**config.mk**
```make
export PLATFORM = sky130hd
export DESIGN_NAME = ex_muldiv_flat
export DESIGN_NICKNAME = d
export VERILOG_FILES = /design/src/rtl/ex_muldiv_if.sv /design/src/rtl/ex_muldiv.sv /design/src/flat_wrapper.sv
export SDC_FILE = /design/constraint.sdc
export NUM_CORES = 1
export LEC_CHECK = 0
export CAP_MARGIN = 20
export CORE_AREA = 2 2 177 179
export DETAILED_ROUTE_END_ITERATION = 7
export DIE_AREA = 0 0 179 181
export SLEW_MARGIN = 20
export SYNTH_ARGS = -nofsm -noshare
export SYNTH_HDL_FRONTEND = slang
export SYNTH_SLANG_ARGS = --single-unit
```
**constraint.sdc**
```tcl
create_clock -name clk_i -period 4.45 [get_ports clk_i]
set_input_delay 0.89 -clock clk_i [delete_from_list [all_inputs] [get_ports clk_i]]
set_output_delay 0.89 -clock clk_i [all_outputs]
set_load 0.005 [all_outputs]
```
**src/rtl/ex_muldiv_if.sv**
```systemverilog
// ex_muldiv_if: EX-stage request/response bundle for the iterative multiply/divide unit.
//   master : drives start_i, op_i, a_i, b_i, flush_i; observes hi_o, lo_o, busy_o, done_o, stall_o
//   slave  : the ex_muldiv unit itself
interface ex_muldiv_if #(
    parameter int unsigned WIDTH = 32
);
    logic             start_i;
    logic             op_i;
    logic [WIDTH-1:0] a_i;
    logic [WIDTH-1:0] b_i;
    logic             flush_i;
    logic [WIDTH-1:0] hi_o;
    logic [WIDTH-1:0] lo_o;
    logic             busy_o;
    logic             done_o;
    logic             stall_o;

    modport master (
        output start_i, op_i, a_i, b_i, flush_i,
        input  hi_o, lo_o, busy_o, done_o, stall_o
    );

    modport slave (
        input  start_i, op_i, a_i, b_i, flush_i,
        output hi_o, lo_o, busy_o, done_o, stall_o
    );
endinterface

```
**src/rtl/ex_muldiv.sv**
```systemverilog
// ex_muldiv: iterative unsigned multiply (shift-add) / divide (restoring), one
// iteration per clock, fixed WIDTH-cycle latency after the start edge.
//   clk_i   : clock, rising edge
//   rst_n_i : asynchronous active-low reset
//   bus     : ex_muldiv_if slave -- start_i/op_i/a_i/b_i/flush_i in,
//             hi_o/lo_o/busy_o/done_o registered out, stall_o combinational out
module ex_muldiv #(
    parameter int unsigned WIDTH = 32
) (
    input  logic        clk_i,
    input  logic        rst_n_i,
    ex_muldiv_if.slave  bus
);
    localparam int unsigned CW = $clog2(WIDTH);
    localparam logic [CW-1:0] LAST = CW'(WIDTH - 1);

    typedef enum logic [1:0] {
        S_IDLE = 2'd0,
        S_BUSY = 2'd1,
        S_DONE = 2'd2
    } state_e;

    state_e             state_q;
    state_e             state_d;
    logic [CW-1:0]      cnt_q;
    logic               op_q;
    logic [WIDTH-1:0]   opnd_q;
    logic [2*WIDTH-1:0] acc_q;
    logic [2*WIDTH-1:0] acc_nxt;
    logic [WIDTH-1:0]   hi_q;
    logic [WIDTH-1:0]   lo_q;
    logic               busy_q;
    logic               done_q;
    logic               busy_d;
    logic               done_d;
    logic               accept;
    logic [WIDTH:0]     mul_sum;
    logic [WIDTH:0]     rem_sh;
    logic [WIDTH:0]     rem_sub;
    logic               rem_ge;

    // A new operation is taken only outside BUSY and never on a flush edge
    assign accept = (state_q != S_BUSY) && bus.start_i && !bus.flush_i;

    // State register
    always_ff @(posedge clk_i or negedge rst_n_i) begin
        if (!rst_n_i) begin
            state_q <= S_IDLE;
        end else begin
            state_q <= state_d;
        end
    end

    // Next-state logic; flush overrides start and completion
    always_comb begin
        state_d = state_q;
        case (state_q)
            S_IDLE:  if (bus.start_i) state_d = S_BUSY;
            S_BUSY:  if (cnt_q == LAST) state_d = S_DONE;
            S_DONE:  state_d = bus.start_i ? S_BUSY : S_IDLE;
            default: state_d = S_IDLE;
        endcase
        if (bus.flush_i) begin
            state_d = S_IDLE;
        end
    end

    // Output decode; done fires only on the BUSY->DONE transition
    always_comb begin
        busy_d = 1'b0;
        done_d = 1'b0;
        busy_d = (state_d == S_BUSY);
        done_d = (state_q == S_BUSY) && (state_d == S_DONE);
    end

    // One iteration of the selected algorithm
    // MUL acc = {partial product hi, multiplier/product lo}; DIV acc = {rem, quot}
    always_comb begin
        mul_sum = {1'b0, acc_q[2*WIDTH-1:WIDTH]};
        if (acc_q[0]) begin
            mul_sum = mul_sum + {1'b0, opnd_q};
        end
        rem_sh  = {acc_q[2*WIDTH-1:WIDTH], acc_q[WIDTH-1]};
        rem_ge  = (rem_sh >= {1'b0, opnd_q});
        rem_sub = rem_ge ? (rem_sh - {1'b0, opnd_q}) : rem_sh;
        if (op_q) begin
            // remainder stays below the divisor, so its top bit is always zero
            acc_nxt = {rem_sub[WIDTH-1:0], acc_q[WIDTH-2:0], rem_ge};
        end else begin
            // carry out of the add becomes the new MSB after the right shift
            acc_nxt = {mul_sum, acc_q[WIDTH-1:1]};
        end
    end

    // Datapath and registered outputs
    always_ff @(posedge clk_i or negedge rst_n_i) begin
        if (!rst_n_i) begin
            cnt_q  <= '0;
            op_q   <= 1'b0;
            opnd_q <= '0;
            acc_q  <= '0;
            hi_q   <= '0;
            lo_q   <= '0;
            busy_q <= 1'b0;
            done_q <= 1'b0;
        end else begin
            busy_q <= busy_d;
            done_q <= done_d;
            if (accept) begin
                op_q  <= bus.op_i;
                cnt_q <= '0;
                if (bus.op_i) begin
                    acc_q  <= {WIDTH'(0), bus.a_i};
                    opnd_q <= bus.b_i;
                end else begin
                    acc_q  <= {WIDTH'(0), bus.b_i};
                    opnd_q <= bus.a_i;
                end
            end else if (state_q == S_BUSY) begin
                acc_q <= acc_nxt;
                cnt_q <= cnt_q + CW'(1);
            end
            if (done_d) begin
                hi_q <= acc_nxt[2*WIDTH-1:WIDTH];
                lo_q <= acc_nxt[WIDTH-1:0];
            end
        end
    end

    assign bus.hi_o    = hi_q;
    assign bus.lo_o    = lo_q;
    assign bus.busy_o  = busy_q;
    assign bus.done_o  = done_q;
    // Holds ID/EX while computing, and on the very cycle a new request arrives
    assign bus.stall_o = (state_q == S_BUSY) | (bus.start_i & (state_q != S_BUSY));

endmodule

```
**src/flat_wrapper.sv**
```systemverilog
// flat-port wrapper written by rule: the top's interface ports become plain ports
module ex_muldiv_flat 
#(
    parameter int unsigned WIDTH = 32
)
  (clk_i, rst_n_i, bus_start_i, bus_op_i, bus_a_i, bus_b_i, bus_flush_i, bus_hi_o, bus_lo_o, bus_busy_o, bus_done_o, bus_stall_o);
  ex_muldiv_if #(.WIDTH(WIDTH)) bus_i ();
  input  logic clk_i;
  input  logic rst_n_i;
  input wire logic [$bits(bus_i.start_i)-1:0] bus_start_i;
  input wire logic [$bits(bus_i.op_i)-1:0] bus_op_i;
  input wire logic [$bits(bus_i.a_i)-1:0] bus_a_i;
  input wire logic [$bits(bus_i.b_i)-1:0] bus_b_i;
  input wire logic [$bits(bus_i.flush_i)-1:0] bus_flush_i;
  output wire logic [$bits(bus_i.hi_o)-1:0] bus_hi_o;
  output wire logic [$bits(bus_i.lo_o)-1:0] bus_lo_o;
  output wire logic [$bits(bus_i.busy_o)-1:0] bus_busy_o;
  output wire logic [$bits(bus_i.done_o)-1:0] bus_done_o;
  output wire logic [$bits(bus_i.stall_o)-1:0] bus_stall_o;
  assign bus_i.start_i = bus_start_i;
  assign bus_i.op_i = bus_op_i;
  assign bus_i.a_i = bus_a_i;
  assign bus_i.b_i = bus_b_i;
  assign bus_i.flush_i = bus_flush_i;
  assign bus_hi_o = bus_i.hi_o;
  assign bus_lo_o = bus_i.lo_o;
  assign bus_busy_o = bus_i.busy_o;
  assign bus_done_o = bus_i.done_o;
  assign bus_stall_o = bus_i.stall_o;
  ex_muldiv #(.WIDTH(WIDTH)) u_core (.clk_i(clk_i), .rst_n_i(rst_n_i), .bus(bus_i));
endmodule
```
======== Word-level counts from Yosys, hierarchy flattened ========
Index checks and enable logic that the tools add are counted.
storage, ports and cells
  memories kept ........................... 0
  output and inout bits ................... 67
  register bits ........................... 170
  bits in latches ......................... 0
  bits in read-only memories .............. 0
  logic and storage cells ................. 41
  RAM bits ................................ 0
operators by class
  mux-type cells .......................... 14
  divide/modulo/power cells ............... 0
  equality and inequality tests ........... 6
  reduce and logical (&&, ||, !) cells .... 6
  shift-type cells ........................ 0
  $lt $le $gt $ge ......................... 1
  bitwise logic cells ..................... 2
  add/subtract/negate cells ............... 3
  multipliers ............................. 0
operator list
  cell                 count
  $mux 64              3
  $mux 32              3
  $add 32x32->33       1
  $ge 33x32->1         1
  $mux 33              1
  $sub 32x32->32       1
  $mux 5               2
  $mux 2               3
  $pmux 2 s3           1
  $add 5x1->5 const B  1
  $eq 5x5->1 const B   1
  $eq 2x1->1 const B   2
  $eq 2x2->1 const B   2
  $logic_and 1x1->1    3
  $logic_not 2->1      1
  $ne 2x1->1 const B   1
  $reduce_bool 2->1    1
  $and 1x1->1          1
  $logic_not 1->1      1
  $mux 1               1
  $or 1x1->1           1

======== Logic depth before layout (Yosys ltp) ========
  word-level depth ........................ 6
  depth in mapped cells ................... 13
  mapped depth without buffers ............ 13

======== Worst setup path after synthesis ========
OpenSTA, ideal clock, no wires.
  path kind ............................... register to register
  start point ............................. register u_core.acc_q[31]
  end point ............................... register u_core.acc_q[60]
  cell stages (with the launch flop) ...... 14
  clock period less this slack ............ 2.838 ns
  path slack .............................. 1.612 ns
  data arrival time ....................... 2.742 ns
  path through ............................ dfrtp_1 inv_1 ha_1 inv_1 fa_1 a21oi_1 o21ai_0 a21oi_1 o41ai_2 a211oi_2 o21ai_1 and3_1 o311a_1 o31ai_1
between the ends
  word-level cells in the longest chain between the ends .. 5
RTL lines
  element                                                line                              text
  start: declaration                                     ex_muldiv.sv:28                   logic [2*WIDTH-1:0] acc_q;
  start signal: assignment                               ex_muldiv.sv:113                  acc_q <= {WIDTH'(0), bus.a_i};
  start signal: assignment                               ex_muldiv.sv:116                  acc_q <= {WIDTH'(0), bus.b_i};
  start signal: assignment                               ex_muldiv.sv:120                  acc_q <= acc_nxt;
  $sub 32x32->32 / $ge 33x32->1 (equally long branches)  ex_muldiv.sv:85, ex_muldiv.sv:84
  $mux 32 (*)                                            ex_muldiv.sv:85                   rem_sub = rem_ge ? (rem_sh - {1'b0, opnd_q}) : rem_sh;
  $mux 64 (*)                                            ex_muldiv.sv:86                   if (op_q) begin
  $mux 64 (*)                                            ex_muldiv.sv:119                  end else if (state_q == S_BUSY) begin
  $mux 64 (*)                                            ex_muldiv.sv:109                  if (accept) begin
Every way passes the cells marked *; elsewhere a longest branch is shown, timed or not. The select of a mux whose other input is x is not followed.
A chain may end at the register's enable or synchronous reset.

======== Worst setup path in the final report ========
  start point ............................. register u_core.opnd_q[7]
  end point ............................... register u_core.hi_q[27], in the netlist u_core.bus.hi_o[27]
between the ends
  word-level cells in the longest chain between the ends .. 3
RTL lines
  element                                    line                              text
  start: declaration                         ex_muldiv.sv:27                   logic [WIDTH-1:0] opnd_q;
  start signal: assignment                   ex_muldiv.sv:114                  opnd_q <= bus.b_i;
  start signal: assignment                   ex_muldiv.sv:117                  opnd_q <= bus.a_i;
  $add 32x32->33 (tied with other cells)     ex_muldiv.sv:81                   mul_sum = mul_sum + {1'b0, opnd_q};
  $mux 33 / $mux 32 (equally long branches)  ex_muldiv.sv:80, ex_muldiv.sv:85
  $mux 64 (*)                                ex_muldiv.sv:86
  end signal: assignment                     ex_muldiv.sv:124                  hi_q <= acc_nxt[2*WIDTH-1:WIDTH];
  end: declaration                           ex_muldiv.sv:30                   logic [WIDTH-1:0] hi_q;
Every way passes the cells marked *; elsewhere a longest branch is shown, timed or not.

==> results.json <==
{
  "critical_path.top_delay_family": "simple AND/OR/NAND/NOR gates",
  "path_max_fanout": 21,
  "required_ns": 4.84,
  "layout-drive-gt1-share_pct": 6.56,
  "min_period_ns": 3.52,
  "cp_num_cells": 12,
  "post_cts_buffers": 0,
  "n_antenna_cell": 0,
  "synth_top_area_share_pct": 35.2,
  "seq_area_frac_synth_pct": 35.2,
  "synth.area.top_cells": "dfrtp_1 35%, mux2i_1 8.9%, ha_1 6.8%",
  "rrSetupSlack_ns": 0.93,
  "tns_ns": 0,
  "clkLatencyLatePin_ns": 0.44,
  "htree_levels": 4,
  "rsz0062_at_grt": "no",
  "ff2ff_path_depth": 12,
  "finalWirelength_mm": 37.9,
  "initial_core_util_pct": 39.8,
  "dp.cells": 1858,
  "seq_power_share_pct": 25.1,
  "max_freq_mhz": 284,
  "fp.dieH_um": 181,
  "root_buffer": "clkbuf_16",
  "finalSetupViolations": 0,
  "pwr-share-clk_pct": 17.1,
  "grt_use_total_pct": 23.6,
  "async_reset_ff_share_pct": 100,
  "hold_path_class": "input pin to asynchronous set/reset pin",
  "swShare_pct": 47.8,
  "synth.avg_cell_area_um2": 8.66,
  "grt_pass1_vias": 10473,
  "finalHoldViolCount": 0,
  "io_buffer_count": 135,
  "yosys.cell_types.count": 83,
  "nFillCells": 2938,
  "finalMaxSlewViolations": 0,
  "status": "finished, final reports clean",
  "slowest_delay_ns": 0.44,
  "finalPower_w": 0.00890,
  "viasPerCell": 5.75,
  "timing.rr.start": "u_core.opnd_q[7]",
  "ir_drop_mv": 0.277,
  "grt_pass1_wl_mm": 59.5,
  "core-area_um2": 30300,
  "synth_top_area_cell": "dfrtp_1",
  "instances_no_fill": 1891,
  "synth_area_um2": 12100,
  "grt_max_degree": 101,
  "ys_ff_latch": 170,
  "slew_headroom_pct": 34.7,
  "p_switching_w": 0.00426,
  "wl_per_cell_um": 20.0,
  "synth_warnings": 0,
  "vias": 10877,
  "clk_pin_slew_ns": 0.07,
  "startpoint_type": "register",
  "overflow": 0,
  "skew_ns": 0.0139,
  "tritoncts": "yes",
  "cts_buffers": 17,
  "p_comb_share_pct": 57.9,
  "drc_errors": 0,
  "postRouteAntennaNets": 0,
  "gp_congestion": 0.952,
  "r2r-end": "u_core.bus.hi_o[27]",
  "num_rows": 64,
  "max_cap_violations": 0,
  "p_leak_nw": 6.45,
  "synthesis.nets": 1533,
  "crit_type": "register to register",
  "synth-main-ff-cell": "dfrtp_1",
  "clk_path_buf_depth": 2,
  "slowest_stage": "dfrtp_1",
  "power.density_nw_per_um2": 620,
  "syn-instance-count": 1396,
  "hold_buffers": 0,
  "hold_ws_ns": 0.457,
  "die_area_um2": 32400,
  "cts.sinks": 170,
  "arrival_ns": 3.91,
  "drtIter0Drc": 743,
  "end_kind": "register",
  "die_w_um": 179,
  "tightest_slew_ns": 0.980,
  "mostFrequentLayoutCell": "nand2_1",
  "period_share_pct": 79.1,
  "layout_common_cells": "178 x nand2_1, 169 x dfrtp_1, 133 x clkdlybuf4s50_1",
  "first_pass_iters": 7,
  "cts_resized": 0,
  "syn_to_final_growth_pct": 18.7,
  "path_buf_inv": 3,
  "dp.final_hpwl_mm": 27.7,
  "intPower_w": 0.00464,
  "path_cells": "inv_1 > ha_1 > nand3_1 > nor4_1 > buf_4 > nand4_1 > and3_1 > nand2_4 > buf_4 > nand3_1 > a31oi_1 > mux2_2",
  "synth_edf_count": 0,
  "grt_antenna_before_repair": 0,
  "nets": 1619,
  "io_pins": 136
}
==> kinds of logic (layout without fill, tap and decap cells) <==
family | count (synthesis) | count (layout) | synth area share, %
xor+xnor | 46 | 46 | 3.33
mux | 125 | 125 | 10.5
compound gates | 462 | 462 | 24.8
buf+inv | 136 | 235 | 4.48
fa+ha+maj | 68 | 68 | 7.16
flops | 170 | 170 | 35.2
simple gates | 389 | 389 | 14.5
==> state kept, by name (all words and copies together), names as in the netlist <==
signal and count:
u_core.bus.done_o 1, u_core.bus.lo_o 32, u_core.cnt_q 5, u_core.acc_q 64, u_core.op_q 1, u_core.opnd_q 32, u_core.bus.hi_o 32, u_core.state_q 2
u_core.bus.busy_o 1
==> worst reg2reg max path: stages (launching register included) <==
cell	delay (ns)
dfrtp_1	0.44
inv_1	0.08
ha_1	0.40
nand3_1	0.26
nor4_1	0.42
buf_4	0.20
nand4_1	0.14
and3_1	0.36
nand2_4	0.30
buf_4	0.25
nand3_1	0.09
a31oi_1	0.33
mux2_2	0.22
==> power groups by stage <==
stage / clock [W] / sequential, W / combinational (W)
6_report: 0.00152 / 0.00223 / 0.00515
2_1_floorplan: 0 / 0.00205 / 0.00387
4_1_cts: 0.00155 / 0.00222 / 0.00509
3_3_place_gp: 0 / 0.00224 / 0.00504
3_5_place_dp: 0 / 0.00224 / 0.00506
5_1_grt: 0.00161 / 0.00227 / 0.00565
==> how the worst max path moves through the flow <==
| stage | end | startpoint |
|---|---|---|
| 2_1_floorplan | u_core.acc_q[60] | u_core.acc_q[31] |
| 3_3_place_gp | u_core.bus.hi_o[7] | u_core.acc_q[39] |
| 3_5_place_dp | u_core.bus.hi_o[7] | u_core.acc_q[39] |
| 4_1_cts | u_core.bus.hi_o[7] | u_core.acc_q[39] |
| 5_1_grt | u_core.bus.hi_o[22] | u_core.acc_q[31] |
| 6_report | u_core.bus.hi_o[27] | u_core.opnd_q[7] |
==> Yosys cell counts (21+ instances only) <==
cell type,number
a211oi_1,46
a21o_1,32
a21oi_1,110
a31oi_1,21
clkbuf_1,61
dfrtp_1,170
ha_1,66
inv_1,50
mux2i_1,107
nand2_1,179
nand3_1,25
nor2_1,86
nor3_1,22
o21ai_0,127
xnor2_1,33
==> stage by stage <==
step	worst slack (ns)	instance area (um^2)	utilization, %
finish	0.930	14400	47.3
global route	0.696	14400	47.3
CTS	0.928	14300	47.2
detailed placement	0.945	13700	45.3
global placement	1.01	13700	45.3
floorplan	1.61	12100	-
==> layer usage <==
layer  vias up  GRT usage (%)  part of all wire (%)
met5         -              0                     0
met4         0           6.02                   1.9
met3        42           4.21                   6.2
met2       338           35.6                    44
met1      5236           34.8                    48
li1       5261              -                     -
==> layout make-up <==
cell class / count / area, um^2 / share of cell area [%]
clock inverter: 13 / 131 / 0.915
multi-input combinational: 1090 / 7320 / 51.0
inverter: 51 / 191 / 1.33
timing repair buffer: 152 / 1500 / 10.5
clock buffer: 19 / 453 / 3.16
tap: 396 / 495 / 3.45
sequential: 170 / 4260 / 29.7
(Power assumes the default switching activity.)
